$ cat src/rtl/vr_prep_pkg.sv
// Shared types for the VR PREPARE engine controller.
package vr_prep_pkg;

    // Width of the optional statistics counters.
    localparam int STAT_W = 32;

    typedef enum logic [2:0] {
        READY,
        HANDLE_OP,
        WAIT_SPACE,
        SEND_META,
        SEND_DATA
    } prep_state_e;

endpackage

$ cat src/rtl/vr_outstanding_cnt.sv
// Up/down saturating counter of in-flight log writes.
// Also provides full/empty flags and a sticky underflow flag.
module vr_outstanding_cnt #(
    parameter int MAX = 4,
    parameter int W   = $clog2(MAX + 1)
) (
    input  logic clk,
    input  logic rst,
    input  logic inc,
    input  logic dec,
    output logic full_o,
    output logic empty_o,
    output logic underflow_o
);

    localparam logic [W-1:0] MAX_V = W'(MAX);

    logic [W-1:0] count_q, count_d;
    logic         err_q, err_d;

    // Next count: simultaneous inc/dec cancel; a dec at zero only flags the error.
    always_comb begin
        count_d = count_q;
        err_d   = err_q;
        if (inc && !dec) begin
            if (count_q != MAX_V) count_d = count_q + 1'b1;
        end else if (dec && !inc) begin
            if (count_q == '0) err_d   = 1'b1;
            else               count_d = count_q - 1'b1;
        end
    end

    // Count and sticky error registers; the error clears only on reset.
    always_ff @(posedge clk or posedge rst) begin
        if (rst) begin
            count_q <= '0;
            err_q   <= 1'b0;
        end else begin
            count_q <= count_d;
            err_q   <= err_d;
        end
    end

    assign full_o      = (count_q == MAX_V);
    assign empty_o     = (count_q == '0);
    assign underflow_o = err_q;

endmodule

$ cat src/rtl/vr_prep_eng_ctrl_pipe.sv
// Control FSM for the VR replica PREPARE engine, pipelined version.
// Accepts a PREPARE, decides accept/stall/drop, starts log ingest and
// emits a PREPARE_OK, with up to MAX_OUTSTANDING log writes in flight.
// Define VR_PREP_STATS_EN to add accepted/dropped/stall-cycle counters.
module vr_prep_eng_ctrl_pipe
    import vr_prep_pkg::*;
#(
    parameter int MAX_OUTSTANDING = 4,
    parameter int PREP_OK_BEATS   = 1
) (
    input  logic                               clk,
    input  logic                               rst,
    input  logic                               manage_prep_msg_val,
    output logic                               prep_manage_msg_rdy,
    input  logic                               manage_prep_req_val,
    output logic                               ctrl_datap_store_info,
    input  logic                               datap_ctrl_prep_ok,
    input  logic                               datap_ctrl_log_has_space,
    output logic                               prep_vr_state_wr_req,
    output logic                               start_req_ingest,
    output logic                               ctrl_datap_drop_req,
    input  logic                               log_write_done,
    output logic                               prep_to_udp_meta_val,
    input  logic                               to_udp_prep_meta_rdy,
    output logic                               prep_to_udp_data_val,
    output logic                               prep_to_udp_data_last,
    input  logic                               to_udp_prep_data_rdy,
    output logic [$clog2(PREP_OK_BEATS):0]     prep_beat_idx,
    output logic                               prep_engine_rdy,
    output logic                               prep_engine_idle,
    output logic                               err_done_underflow
`ifdef VR_PREP_STATS_EN
    ,
    output logic [STAT_W-1:0]                  stat_prep_accepted,
    output logic [STAT_W-1:0]                  stat_prep_dropped,
    output logic [STAT_W-1:0]                  stat_stall_cycles
`endif
);

    localparam int                 OUT_W     = $clog2(MAX_OUTSTANDING + 1);
    localparam int                 BEAT_W    = $clog2(PREP_OK_BEATS) + 1;
    localparam logic [BEAT_W-1:0]  LAST_BEAT = BEAT_W'(PREP_OK_BEATS - 1);

    prep_state_e       state_q, state_d;
    logic [BEAT_W-1:0] beat_q, beat_d;
    logic              accept;
    logic              can_take;
    logic              cnt_full;
    logic              cnt_empty;

    // Full check uses the registered count, so a completion landing while
    // full only unblocks the following cycle.
    assign can_take = datap_ctrl_log_has_space && !cnt_full;

    vr_outstanding_cnt #(
        .MAX (MAX_OUTSTANDING),
        .W   (OUT_W)
    ) u_cnt (
        .clk         (clk),
        .rst         (rst),
        .inc         (accept),
        .dec         (log_write_done),
        .full_o      (cnt_full),
        .empty_o     (cnt_empty),
        .underflow_o (err_done_underflow)
    );

    // Next-state and output decode.
    always_comb begin
        state_d               = state_q;
        beat_d                = beat_q;
        accept                = 1'b0;
        prep_manage_msg_rdy   = 1'b0;
        ctrl_datap_store_info = 1'b0;
        prep_engine_rdy       = 1'b0;
        ctrl_datap_drop_req   = 1'b0;
        prep_to_udp_meta_val  = 1'b0;
        prep_to_udp_data_val  = 1'b0;
        prep_to_udp_data_last = 1'b0;
        case (state_q)
            READY: begin
                ctrl_datap_store_info = 1'b1;
                prep_engine_rdy       = 1'b1;
                if (manage_prep_msg_val && manage_prep_req_val) begin
                    prep_manage_msg_rdy = 1'b1;
                    state_d             = HANDLE_OP;
                end
            end
            HANDLE_OP: begin
                if (!datap_ctrl_prep_ok) begin
                    ctrl_datap_drop_req = 1'b1;
                    state_d             = READY;
                end else if (can_take) begin
                    accept  = 1'b1;
                    state_d = SEND_META;
                end else begin
                    state_d = WAIT_SPACE;
                end
            end
            WAIT_SPACE: begin
                if (can_take) begin
                    accept  = 1'b1;
                    state_d = SEND_META;
                end
            end
            SEND_META: begin
                prep_to_udp_meta_val = 1'b1;
                if (to_udp_prep_meta_rdy) begin
                    beat_d  = '0;
                    state_d = SEND_DATA;
                end
            end
            SEND_DATA: begin
                prep_to_udp_data_val  = 1'b1;
                prep_to_udp_data_last = (beat_q == LAST_BEAT);
                if (to_udp_prep_data_rdy) begin
                    if (beat_q == LAST_BEAT) begin
                        beat_d  = '0;
                        state_d = READY;
                    end else begin
                        beat_d = beat_q + 1'b1;
                    end
                end
            end
            default: state_d = READY;
        endcase
    end

    // State and beat registers.
    always_ff @(posedge clk or posedge rst) begin
        if (rst) begin
            state_q <= READY;
            beat_q  <= '0;
        end else begin
            state_q <= state_d;
            beat_q  <= beat_d;
        end
    end

    assign prep_vr_state_wr_req = accept;
    assign start_req_ingest     = accept;
    assign prep_beat_idx        = beat_q;
    assign prep_engine_idle     = prep_engine_rdy && cnt_empty;

`ifdef VR_PREP_STATS_EN
    logic [STAT_W-1:0] acc_q, acc_d, drop_q, drop_d, stall_q, stall_d;

    // Wrapping event counters.
    always_comb begin
        acc_d   = acc_q + STAT_W'(accept);
        drop_d  = drop_q + STAT_W'(ctrl_datap_drop_req);
        stall_d = stall_q + STAT_W'(state_q == WAIT_SPACE);
    end

    // Statistics registers.
    always_ff @(posedge clk or posedge rst) begin
        if (rst) begin
            acc_q   <= '0;
            drop_q  <= '0;
            stall_q <= '0;
        end else begin
            acc_q   <= acc_d;
            drop_q  <= drop_d;
            stall_q <= stall_d;
        end
    end

    assign stat_prep_accepted = acc_q;
    assign stat_prep_dropped  = drop_q;
    assign stat_stall_cycles  = stall_q;
`endif

endmodule

$ cat config.mk
export PLATFORM = sky130hd
export DESIGN_NAME = vr_prep_eng_ctrl_pipe
export DESIGN_NICKNAME = d
export VERILOG_FILES = /design/src/rtl/vr_prep_pkg.sv /design/src/rtl/vr_outstanding_cnt.sv /design/src/rtl/vr_prep_eng_ctrl_pipe.sv
export SDC_FILE = /design/constraint.sdc
export NUM_CORES = 1
export LEC_CHECK = 0
export ABC_AREA = 0
export CAP_MARGIN = 30
export CORE_AREA = 3 3 40 42
export CTS_BUF_LIST = sky130_fd_sc_hd__clkbuf_8
export CTS_CLUSTER_DIAMETER = 50
export DETAILED_ROUTE_END_ITERATION = 7
export DIE_AREA = 0 0 43 45
export PLACE_DENSITY = 0.72
export SYNTH_ARGS = -nofsm -noshare
export SYNTH_HDL_FRONTEND = slang
export SYNTH_HIERARCHICAL = 1
export SYNTH_SLANG_ARGS = --single-unit
$ cat constraint.sdc
create_clock -name clk -period 3.5 [get_ports clk]
set_input_delay 0.525 -clock clk [delete_from_list [all_inputs] [get_ports clk]]
set_output_delay 0.525 -clock clk [all_outputs]
set_load 0.005 [all_outputs]
# Word level (Yosys, flattened, before mapping)
# Cells that the tools add are included.
[word_totals] elab_cells=65 output_inout_bits=12 in_bits=9 regBits=8
[classes] n_bitwise=2 n_addsub=3 muxes=27 eq_ne=13 reduce_logical=16
[ops] operator="two-way mux 3 bit" count=9
[ops] operator="case mux 3 bit (5 select lines)" count=1
[ops] operator="two-way mux 1 bit" count=14
[ops] operator="inequality test 2 bit (second input constant)" count=6
[ops] operator="AND reduction 3 bit" count=3
[ops] operator="equality test 3 x 2 -> 1 bit (second input constant)" count=2
[ops] operator="equality test 3 bit (second input constant)" count=2
[ops] operator="logical NOT 3 bit" count=2
[ops] operator="logical AND 1 bit" count=5
[ops] operator="AND reduction 5 bit" count=1
[ops] operator="case mux 1 bit (2 select lines)" count=2
[ops] operator="nonzero test 2 bit" count=2
[ops] operator="adder 3 x 1 -> 3 bit (second input constant)" count=1
[ops] operator="equality test 3 x 1 -> 1 bit (second input constant)" count=1
[ops] operator="logical NOT 1 bit" count=3
[ops] operator="inequality test 3 bit (second input constant)" count=1
[ops] operator="subtractor 3 x 1 -> 3 bit (second input constant)" count=1
[ops] operator="two-way mux 2 bit" count=1
[ops] operator="inequality test 2 x 1 -> 1 bit (second input constant)" count=1
[ops] operator="inverter 1 bit" count=2
[ops] operator="adder 1 bit (second input constant)" count=1

# Longest topological paths before layout
# Gate-level depths: netlist (run 1).
[logic_depth] ltp_word=10 ltp_mapped=10 mapped_depth_nobuf=10

# Cells and area by module
# Netlist (run 1), hierarchy kept.
[modules_own_cells] mod="vr_prep_eng_ctrl_pipe" cells_per_inst=33 instances=1 area_per_inst_um2=280.3 seq_area_each_um2=75.1
[modules_own_cells] mod="vr_outstanding_cnt" cells_per_inst=29 instances=1 area_per_inst_um2=266.5 seq_area_each_um2=100.1

# Worst setup path after synthesis (run 1)
# OpenSTA, ideal clock, no wires.
[synth_path] path_kind="flip-flop to flip-flop" startpoint="register state_q[1]" endpoint="register u_cnt.count_q[2]" arrival_ns=2.260 path_buffers=1 path_stages_with_launch=10 setup_ns=0.121 setup_slack_ns=1.119 required_ns=3.379 synth_period_minus_slack_ns=2.381 cell_sequence="dfrtp_1 -> buf_6 -> nand3b_1 -> a211oi_1 -> ha_1 -> inv_1 -> fa_1 -> or2_1 -> a21oi_1 -> o2bb2ai_1"
[synth_via] elab_chain_len=6 elab_cells_between_ends=11 cone_classes="eq/ne: 4; mux: 2; reduce/logical: 5"
[synth_rtl] item="from (decl)" line="vr_prep_eng_ctrl_pipe.sv:44" text="prep_state_e state_q, state_d;"
[synth_rtl] item="from (signal assigned)" line="vr_prep_eng_ctrl_pipe.sv:135" text="state_q <= state_d;"
[synth_rtl] item="equality test 3 x 2 -> 1 bit or equality test 3 x 1 -> 1 bit (tied branches)" line="vr_prep_eng_ctrl_pipe.sv:80" text="case (state_q)"
[synth_rtl] item="case mux 1 bit (2 select lines) (*)" line="vr_prep_eng_ctrl_pipe.sv:80"
[synth_rtl] item="net prep_vr_state_wr_req" line="vr_prep_eng_ctrl_pipe.sv:19" text="output logic prep_vr_state_wr_req,"
[synth_rtl] item="logical NOT 1 bit" line="vr_outstanding_cnt.sv:27" text="end else if (dec && !inc) begin"
[synth_rtl] item="logical AND 1 bit" line="vr_outstanding_cnt.sv:27"
[synth_rtl] item="nonzero test 2 bit (no source line)"
[synth_rtl] item="AND reduction 3 bit (no source line)"
[synth_rtl] item="to (signal assigned)" line="vr_outstanding_cnt.sv:39" text="count_q <= count_d;"
[synth_rtl] item="to (decl)" line="vr_outstanding_cnt.sv:18" text="logic [W-1:0] count_q, count_d;"
# Mark *: on every way through the listed nets, which the timed path passes. The rest lies on a longest branch.
# A chain may end at the register's enable or synchronous reset.

# Final worst setup path (run 1)
[layout_path] startpoint="input port datap_ctrl_prep_ok" endpoint="register u_cnt.count_q[2]"
[layout_via] elab_chain_len=6 elab_cells_between_ends=10 cone_classes="eq/ne: 2; mux: 3; reduce/logical: 5"
[layout_rtl] item="from (decl)" line="vr_prep_eng_ctrl_pipe.sv:17" text="input logic datap_ctrl_prep_ok,"
[layout_rtl] item="two-way mux 1 bit (*)" line="vr_prep_eng_ctrl_pipe.sv:90" text="if (!datap_ctrl_prep_ok) begin"
[layout_rtl] item="case mux 1 bit (2 select lines) (*)" line="vr_prep_eng_ctrl_pipe.sv:80"
[layout_rtl] item="logical NOT 1 bit" line="vr_outstanding_cnt.sv:27"
[layout_rtl] item="logical AND 1 bit" line="vr_outstanding_cnt.sv:27"
[layout_rtl] item="nonzero test 2 bit (no source line)"
[layout_rtl] item="AND reduction 3 bit (no source line)"
# Every way passes the cells marked *; elsewhere a longest branch is shown, timed or not.

==> flow_summary.yaml, run 1 <==
critical_path:
  crit_fanout: 5
  crit_path_end_kind: "flip-flop"
  cp.required_ns: 3.61
  start_kind: "input pin"
  critPathArrivalTime_ns: 2.87
  critPathKind: "in2reg"
clock_network:
  clock-root-buffer: "clkbuf_8"
  ctsHoldBuffers: 0
  clock_sinks: 7
  cts-resized-gates: 0
  path_clk_slew_ns: 0.04
  clock_latency_ns: 0.22
  numCtsBuffers: 3
  clockBufferDepth: 2
  cts_tree: "yes"
  htree_num_levels: 1
  cts_setup_buffers: 0
layout:
  drive_gt1_frac: 0.0759
  final_cells: 94
  syn_to_final_growth_pct: 36.8
  nFillCells: 117
  fin_area_sq_um: 748
  fin_util: 0.582
  antennaDiodeCount: 0
  fin_nets: 92
placed_design:
  post-place-ws_ns: 0.478
  gp_congestion: 0.702
  place_area_sq_um: 703
  dp.final_hpwl_um: 861
  portBuffers: 19
  placed_cells: 90
synthesis:
  syn_avg_cell_area_sq_um: 8.82
  synth-seq-cells: 7
  syn_inst: 62
  yosysUniqueCellTypes: 31
  syn-num-nets: 74
  synth_area_sq_um: 547
  ys_seq_area_frac: 0.320
  yosys_warnings: 6
power:
  power.total_mw: 0.582
  vdd_drop_max_mv: 0.362
  p_leak_nw: 0.317
  p_per_area_mw_per_mm2: 778
global_routing:
  antenna_found_initial: 0
  overflow: 0
  grt_pass1_vias: 459
  grt_max_degree: 12
  grt_use_total: 0.130
  grt_first_pass_wirelength_um: 1850
sta:
  grt_setup_unrepaired: "false"
  finalHoldViolCount: 0
  whs_ns: 0.483
  fin_ws_ns: 0.740
  setup_viol: 0
  finalCriticalPeriod_ns: 2.76
  drv_slew: 0
  finClkSkew_ns: 0.00203
  setup-tns-final_ns: 0
  clock.fmax_ghz: 0.362
  fin_crit_sh: 0.788
flow_run:
  drv_cap: 0
floorplanning:
  die_h_um: 45
  dieArea_sq_mm: 0.00194
  rows: 13
  core-area_sq_mm: 0.00128
  start_util: 0.426
  io_pins: 21
  dieWidth_um: 43
drt:
  dr.pass1.iters: 4
  wire_per_inst_um: 11.4
  drt_iter0_drc: 3
  ant_nets: 0
  routed_wirelength_um: 1070
  num_vias: 471
  viasPerCell: 5.01
  drc_errors: 0
outcome:
  status: "complete, no violations"
worst_hold_path:
  hp-class: "reg2reg"
-- worst max-delay path, cell delays in order --
cell and delay [ns]:
clkdlybuf4s50_1 0.51, nand3b_1 0.11, a211oi_1 0.43, ha_1 0.33, inv_1 0.10, fa_1 0.40
or2_1 0.24, a21oi_1 0.14, o2bb2ai_1 0.07
-- Yosys cell counts --
cell       instances  area (sq um)
nor3_2             1          10.0
fa_1               1          20.0
and2_1             1          6.26
a21o_1             1          7.51
nand2_1            4          15.0
nor4b_1            1          8.76
a21oi_1            4          20.0
xnor2_1            1          8.76
nand3b_1           1          7.51
nor2_1             4          15.0
o211ai_1           1          7.51
a31oi_1            1          6.26
a221oi_1           1          8.76
o21ai_1            1          5.00
buf_6              2          22.5
conb_1             1          3.75
nor3_1             2          10.0
and3_1             1          6.26
nand4bb_1          1          11.3
o2bb2ai_1          1          8.76
a31o_2             1          8.76
or2_1              1          6.26
ha_1               2          25.0
nand2b_1           3          18.8
a22o_1             1          8.76
dfrtp_1            7           175
a211oi_1           2          15.0
o21a_1             1          7.51
nor3b_2            1          12.5
buf_4              4          30.0
inv_1              8          30.0
-- registers in the layout (all words and copies together), names as in the netlist --
signal / count
state_q: 3
u_cnt/count_q: 3
u_cnt/underflow_o: 1
-- layer usage --
metal,GRT usage,part of all wire
met5,0,0
met3,0.0279,0.056
met2,0.192,0.45
met1,0.169,0.48
met4,0.0904,0.0037
-- area by class of cell --
type	instances	area, sq um	share of cell area
clock buffers	3	41.3	0.0552
clock inverters	1	3.75	0.00502
inverters	8	30.0	0.0401
multi-input cells	41	289	0.386
flip-flops and latches	7	175	0.234
well taps	15	18.8	0.0251
repair buffers	19	190	0.254
-- kinds of logic (layout without fill, tap and decap cells) --
family,after synthesis,count (layout),synth area share
simple gates,21,21,0.233
flops,7,7,0.320
compound gates,15,15,0.190
xor+xnor,1,1,0.0160
other cells,1,1,0.00686
fa+ha+maj,3,3,0.0824
buf+inv,14,31,0.151
-- cell usage in the layout, fill, tap and decap left out, types with 2 or more instances in the layout --
| cell | n |
|---|---|
| clkdlybuf4s50_1 | 19 |
| clkbuf_8 | 3 |
| nor3_1 | 2 |
| nand2b_1 | 3 |
| a211oi_1 | 2 |
| ha_1 | 2 |
| inv_1 | 9 |
| a21oi_1 | 4 |
| nor2_1 | 4 |
| dfrtp_1 | 7 |
| nand2_1 | 4 |
-- final timing paths --
check | depth (start not counted) | from | endpoint | slack, ns
max | 9 | datap_ctrl_prep_ok | u_cnt/count_q[2] | 0.74
min | 1 | u_cnt/underflow_o | u_cnt/underflow_o | 0.48
max reg2reg | 8 | state_q[1] | u_cnt/count_q[2] | 0.93
min reg2reg | 1 | u_cnt/underflow_o | u_cnt/underflow_o | 0.48
max in group asynchronous | 2 | rst | u_cnt/underflow_o | 2.83
min in group asynchronous | 2 | rst | state_q[1] | 0.50
-- where the power goes --
part | leakage, nW | total (mW) | internal [mW] | switching, mW
logic | 0.206 | 0.296 | 0.175 | 0.121
registers | 0.0841 | 0.179 | 0.114 | 0.0644
clock network | 0.0269 | 0.108 | 0.0755 | 0.0320
total | 0.317 | 0.582 | 0.365 | 0.217
Note: power is estimated with default switching activity, not from simulation.
==> inputs of run 2 (changes only) <==
--- a/config.mk
+++ b/config.mk
@@ -7,12 +7,12 @@
 export LEC_CHECK = 0
 export ABC_AREA = 0
 export CAP_MARGIN = 30
-export CORE_AREA = 3 3 40 42
+export CORE_MARGIN = 3
+export CORE_UTILIZATION = 40
 export CTS_BUF_LIST = sky130_fd_sc_hd__clkbuf_8
 export CTS_CLUSTER_DIAMETER = 50
 export DETAILED_ROUTE_END_ITERATION = 7
-export DIE_AREA = 0 0 43 45
-export PLACE_DENSITY = 0.72
+export PLACE_DENSITY = 0.73
 export SYNTH_ARGS = -nofsm -noshare
 export SYNTH_HDL_FRONTEND = slang
 export SYNTH_HIERARCHICAL = 1
==> constraint.sdc (replaced) <==
create_clock -name clk -period 2.4 [get_ports clk]
set_input_delay 0.36 -clock clk [delete_from_list [all_inputs] [get_ports clk]]
set_output_delay 0.36 -clock clk [all_outputs]
set_load 0.005 [all_outputs]
==> flow_summary.yaml, run 2 (synthesis gave the netlist of run 1 again) <==
drt:
  drc_errors: 0
  drt_iter0_drc: 0
  dr.pass1.iters: 1
  ant_nets: 0
  viasPerCell: 4.90
  routed_wirelength_um: 1300
  num_vias: 495
  wire_per_inst_um: 12.9
critical_path:
  crit_chain: "clkdlybuf4s50_1, nand3b_1, a211oi_2, buf_4, clkdlybuf4s50_1"
  crit_family: "buffers and inverters"
  cpPeakStageDelay_ns: 0.49
  cp_slowest_cell: "clkdlybuf4s50_1"
  cpMostUsedCell: "clkdlybuf4s50_1"
  critPathArrivalTime_ns: 1.91
  reg2regPathDepth: 8
  crit_path_end_kind: "output pin"
  r2r-end: "u_cnt/count_q[2]"
  crit_fanout: 3
  cp.required_ns: 2.04
  r2r-start: "state_q[1]"
  critPathBufInv: 3
  reg2reg_slack_ns: 0.20
  critPathKind: "in2out"
  path_depth: 5
  start_kind: "input pin"
clock_network:
  ctsHoldBuffers: 0
  numCtsBuffers: 3
  clock_sinks: 7
  path_clk_slew_ns: 0.04
  clock-root-buffer: "clkbuf_8"
  clockBufferDepth: 2
  htree_num_levels: 1
  clock_latency_ns: 0.22
  cts_tree: "yes"
flow_run:
  drv_cap: 0
layout:
  final_cells: 101
  drive_gt1_frac: 0.195
  fin_area_sq_um: 817
  fin_util: 0.689
  antennaDiodeCount: 0
  fin_nets: 100
  layout_commonest_cell: "clkdlybuf4s50_1"
  layout_common_cells: "clkdlybuf4s50_1, inv_1, buf_4, dfrtp_1"
  syn_to_final_growth_pct: 49.4
floorplanning:
  dieArea_sq_mm: 0.00185
  core-area_sq_mm: 0.00119
  io_pins: 21
  rows: 12
  start_util: 0.461
  die_h_um: 43.0
  dieWidth_um: 43.0
sta:
  finalHoldViolCount: 0
  finalCriticalPeriod_ns: 2.27
  finClkSkew_ns: 0.000663
  setup_viol: 0
  setup-tns-final_ns: 0
  clock.fmax_ghz: 0.441
  fin_crit_sh: 0.945
  drv_slew: 0
power:
  p_seq_frac: 0.263
  p_per_area_mw_per_mm2: 1140
  switching_share: 0.375
  internal_power_mw: 0.582
  p_leak_nw: 0.354
  combPwrFrac: 0.566
  power.total_mw: 0.931
  vdd_drop_max_mv: 0.687
  p_clk_frac: 0.171
  p_sw_mw: 0.349
global_routing:
  grt_pass1_vias: 481
  overflow: 0
  grt_first_pass_wirelength_um: 2030
  grt_max_degree: 10
  grt_use_total: 0.141
  antenna_found_initial: 0
placed_design:
  gp_congestion: 0.732
  placed_cells: 96
  portBuffers: 19
  dp.final_hpwl_um: 948
  place_area_sq_um: 754
worst_hold_path:
  hp-class: "in2async"
outcome:
  status: "complete, no violations"
[run 2: cell types whose count changed in the layout (fill, tap and decap cells not counted)]
cell	change
fa_2	+1
buf_4	+8
ha_2	+1
a211oi_1	-1
ha_1	-1
a211oi_2	+1
fa_1	-1
[run 2: area by class of cell]
class | instances | area, sq um
multi-input combinational | 41 | 299
tap | 14 | 17.5
timing repair buffer | 27 | 250
clock inverter | 1 | 3.75
clock buffer | 3 | 41.3
fill | 105 | 369
inverter | 8 | 30.0
sequential | 7 | 175
[run 2: routing by layer]
metal / share of wire / track usage / up-vias
met2: 0.46 / 0.213 / 11
met1: 0.50 / 0.196 / 228
met5: 0 / 0 / -
met4: 0 / 0.0361 / 0
li1: - / - / 256
met3: 0.042 / 0.0424 / 0
[run 2: worst max path at each step]
stage | endpoint | slack (ns) | startpoint
6_report | prep_vr_state_wr_req | 0.13 | datap_ctrl_prep_ok
5_1_grt | u_cnt/count_q[2] | -0.0007 | datap_ctrl_prep_ok
4_1_cts | u_cnt/count_q[2] | 0.08 | datap_ctrl_prep_ok
3_5_place_dp | u_cnt/count_q[2] | -0.16 | datap_ctrl_prep_ok
3_3_place_gp | u_cnt/count_q[2] | -0.13 | datap_ctrl_prep_ok
2_1_floorplan | u_cnt/count_q[2] | 0.02 | state_q[1]
[run 2: per-stage QoR]
step                hold slack (ns)  setup slack [ns]
floorplan                     0.114            0.0190
global placement              0.463            -0.129
detailed placement            0.459            -0.157
CTS                           0.336            0.0806
global route                  0.360         -0.000689
finish                        0.340             0.133
[run 2: what timing repair did]
| item | CTS | global route |
|---|---|---|
| setup buffers | 0 | 1 |
| endpoints found under the setup margin | 0 | 3 |
| gates resized for setup | 0 | 3 |
[run 2: power by group through the flow]
stage	Combinational (mW)	Sequential (mW)	Clock, mW
after floorplan	0.350	0.216	0
after global placement	0.498	0.239	0
after detailed placement	0.504	0.241	0
after CTS	0.509	0.240	0.164
after global routing	0.589	0.252	0.173
final	0.527	0.245	0.159
==> inputs of run 3 (changes only) <==
--- a/config.mk
+++ b/config.mk
@@ -12,7 +12,7 @@
 export CTS_BUF_LIST = sky130_fd_sc_hd__clkbuf_8
 export CTS_CLUSTER_DIAMETER = 50
 export DETAILED_ROUTE_END_ITERATION = 7
-export PLACE_DENSITY = 0.73
+export PLACE_DENSITY_LB_ADDON = 0.08
 export SYNTH_ARGS = -nofsm -noshare
 export SYNTH_HDL_FRONTEND = slang
 export SYNTH_HIERARCHICAL = 1
==> flow_summary.yaml, run 3 (synthesis gave the netlist of run 1 again) <==
outcome:
  status: "complete, no violations"
clock_network:
  clock_sinks: 7
  clock_latency_ns: 0.22
  path_clk_slew_ns: 0.04
  clock-root-buffer: "clkbuf_8"
  clockBufferDepth: 2
  cts_tree: "yes"
  htree_num_levels: 1
  cts_setup_buffers: 0
  numCtsBuffers: 3
layout:
  layout_commonest_cell: "clkdlybuf4s50_1"
  final_cells: 101
  drive_gt1_frac: 0.184
  antennaDiodeCount: 0
  syn_to_final_growth_pct: 48.7
  layout_common_cells: "clkdlybuf4s50_1, inv_1, buf_4, dfrtp_1"
  fin_nets: 100
floorplanning:
  dieArea_sq_mm: 0.00185
  start_util: 0.461
  io_pins: 21
  rows: 12
  die_h_um: 43.0
  dieWidth_um: 43.0
  core-area_sq_mm: 0.00119
power:
  switching_share: 0.364
  p_seq_frac: 0.246
  p_per_area_mw_per_mm2: 1150
  p_clk_frac: 0.173
  vdd_drop_max_mv: 0.937
  combPwrFrac: 0.580
  p_leak_nw: 0.356
  internal_power_mw: 0.594
  p_sw_mw: 0.340
critical_path:
  crit_path_end_kind: "flip-flop"
  cp.required_ns: 2.51
  crit_family: "adder cells"
  crit_fanout: 2
  critPathKind: "in2reg"
  critPathBufInv: 2
  path_depth: 9
  crit_chain: "clkdlybuf4s50_1, nand3b_1, a211oi_2, ha_1, inv_1, fa_1, or2_1, a21oi_1, o2bb2ai_1"
  cp_slowest_cell: "clkdlybuf4s50_1"
  reg2regPathDepth: 8
  start_kind: "input pin"
  critPathArrivalTime_ns: 2.35
  cpPeakStageDelay_ns: 0.48
placed_design:
  portBuffers: 19
  dp.final_hpwl_um: 964
  gp_congestion: 0.761
  placed_cells: 97
  post-place-ws_ns: -0.166
drt:
  num_vias: 490
  routed_wirelength_um: 1200
  drt_iter0_drc: 6
  top_layer_used: "met4"
  viasPerCell: 4.85
  dr.pass1.iters: 4
  wl_met1_um: 581
  drc_errors: 0
  met3_length_um: 79
  ant_nets: 0
  route.met2.wl_um: 516
  wire_per_inst_um: 11.8
global_routing:
  grt_use_total: 0.138
  antenna_found_initial: 0
  grt_pass1_vias: 433
  overflow: 0
  grt_max_degree: 10
  grt_first_pass_wirelength_um: 1900
sta:
  setup-tns-final_ns: 0
  finalHoldViolCount: 0
  drv_slew: 0
  whs_ns: 0.335
  fin_ws_ns: 0.159
  setup_viol: 0
  clock.fmax_ghz: 0.446
  finClkSkew_ns: 0.00630
  grt_setup_unrepaired: "false"
  finalCriticalPeriod_ns: 2.24
  fin_crit_sh: 0.934
flow_run:
  drv_cap: 0
worst_hold_path:
  hp-class: "in2async"
==> run 3: changes by cell type in the layout (fill, tap and decap cells not counted), sizes merged <==
| cell | before | now |
|---|---|---|
| clkinv | 0 | 1 |
| inv | 9 | 8 |
==> run 3: area by class of cell <==
| type | count | area [sq um] |
|---|---|---|
| Clock buffer | 3 | 41.3 |
| Clock inverter | 1 | 5.00 |
| Fill cell | 111 | 373 |
| Inverter | 8 | 30.0 |
| Multi-Input combinational cell | 41 | 294 |
| Sequential cell | 7 | 175 |
| Tap cell | 14 | 17.5 |
| Timing Repair Buffer | 27 | 250 |
==> run 3: path summary, 6_finish.rpt <==
path	startpoint	end	slack, ns
setup / recovery	datap_ctrl_prep_ok	u_cnt/count_q[2]	0.16
hold / removal	rst	state_q[1]	0.33
setup reg to reg	state_q[0]	u_cnt/count_q[2]	0.21
hold reg to reg	u_cnt/underflow_o	u_cnt/underflow_o	0.54
max in group asynchronous	rst	u_cnt/count_q[1]	1.91
min in group clk	u_cnt/underflow_o	u_cnt/underflow_o	0.54
==> run 3: power by group through the flow <==
stage / Clock (mW) / Sequential, mW / Combinational, mW
2_1_floorplan: 0 / 0.216 / 0.350
3_3_place_gp: 0 / 0.229 / 0.531
3_5_place_dp: 0 / 0.230 / 0.542
4_1_cts: 0.163 / 0.230 / 0.547
5_1_grt: 0.175 / 0.236 / 0.611
6_report: 0.162 / 0.230 / 0.542
==> run 3: timing repair <==
action                                  CTS  global route
endpoints found under the setup margin    0             3
hold buffers                              0             0
resized for setup                         0             1
==> run 3: worst register-to-register path, delay by kind of cell (launching register included) <==
kind / cells / cell delay (ns)
compound gates: 3 / 0.52
fa+ha+maj: 2 / 0.57
buf+inv: 1 / 0.07
flops: 1 / 0.47
simple gates: 2 / 0.44
==> run 3: per-layer routing <==
metal	global-route usage	vias to the layer above
met2	0.210	15
met4	0.0904	0
met1	0.176	216
met3	0.0254	2
met5	0	-
li1	-	257
==> run 3: stage by stage <==
stage                util  total power, mW  cell area (sq um)
global route        0.686             1.02                813
detailed placement  0.642            0.772                762
floorplan               -            0.566                547
finish              0.686            0.934                813
CTS                 0.681            0.940                808
global placement    0.642            0.760                762
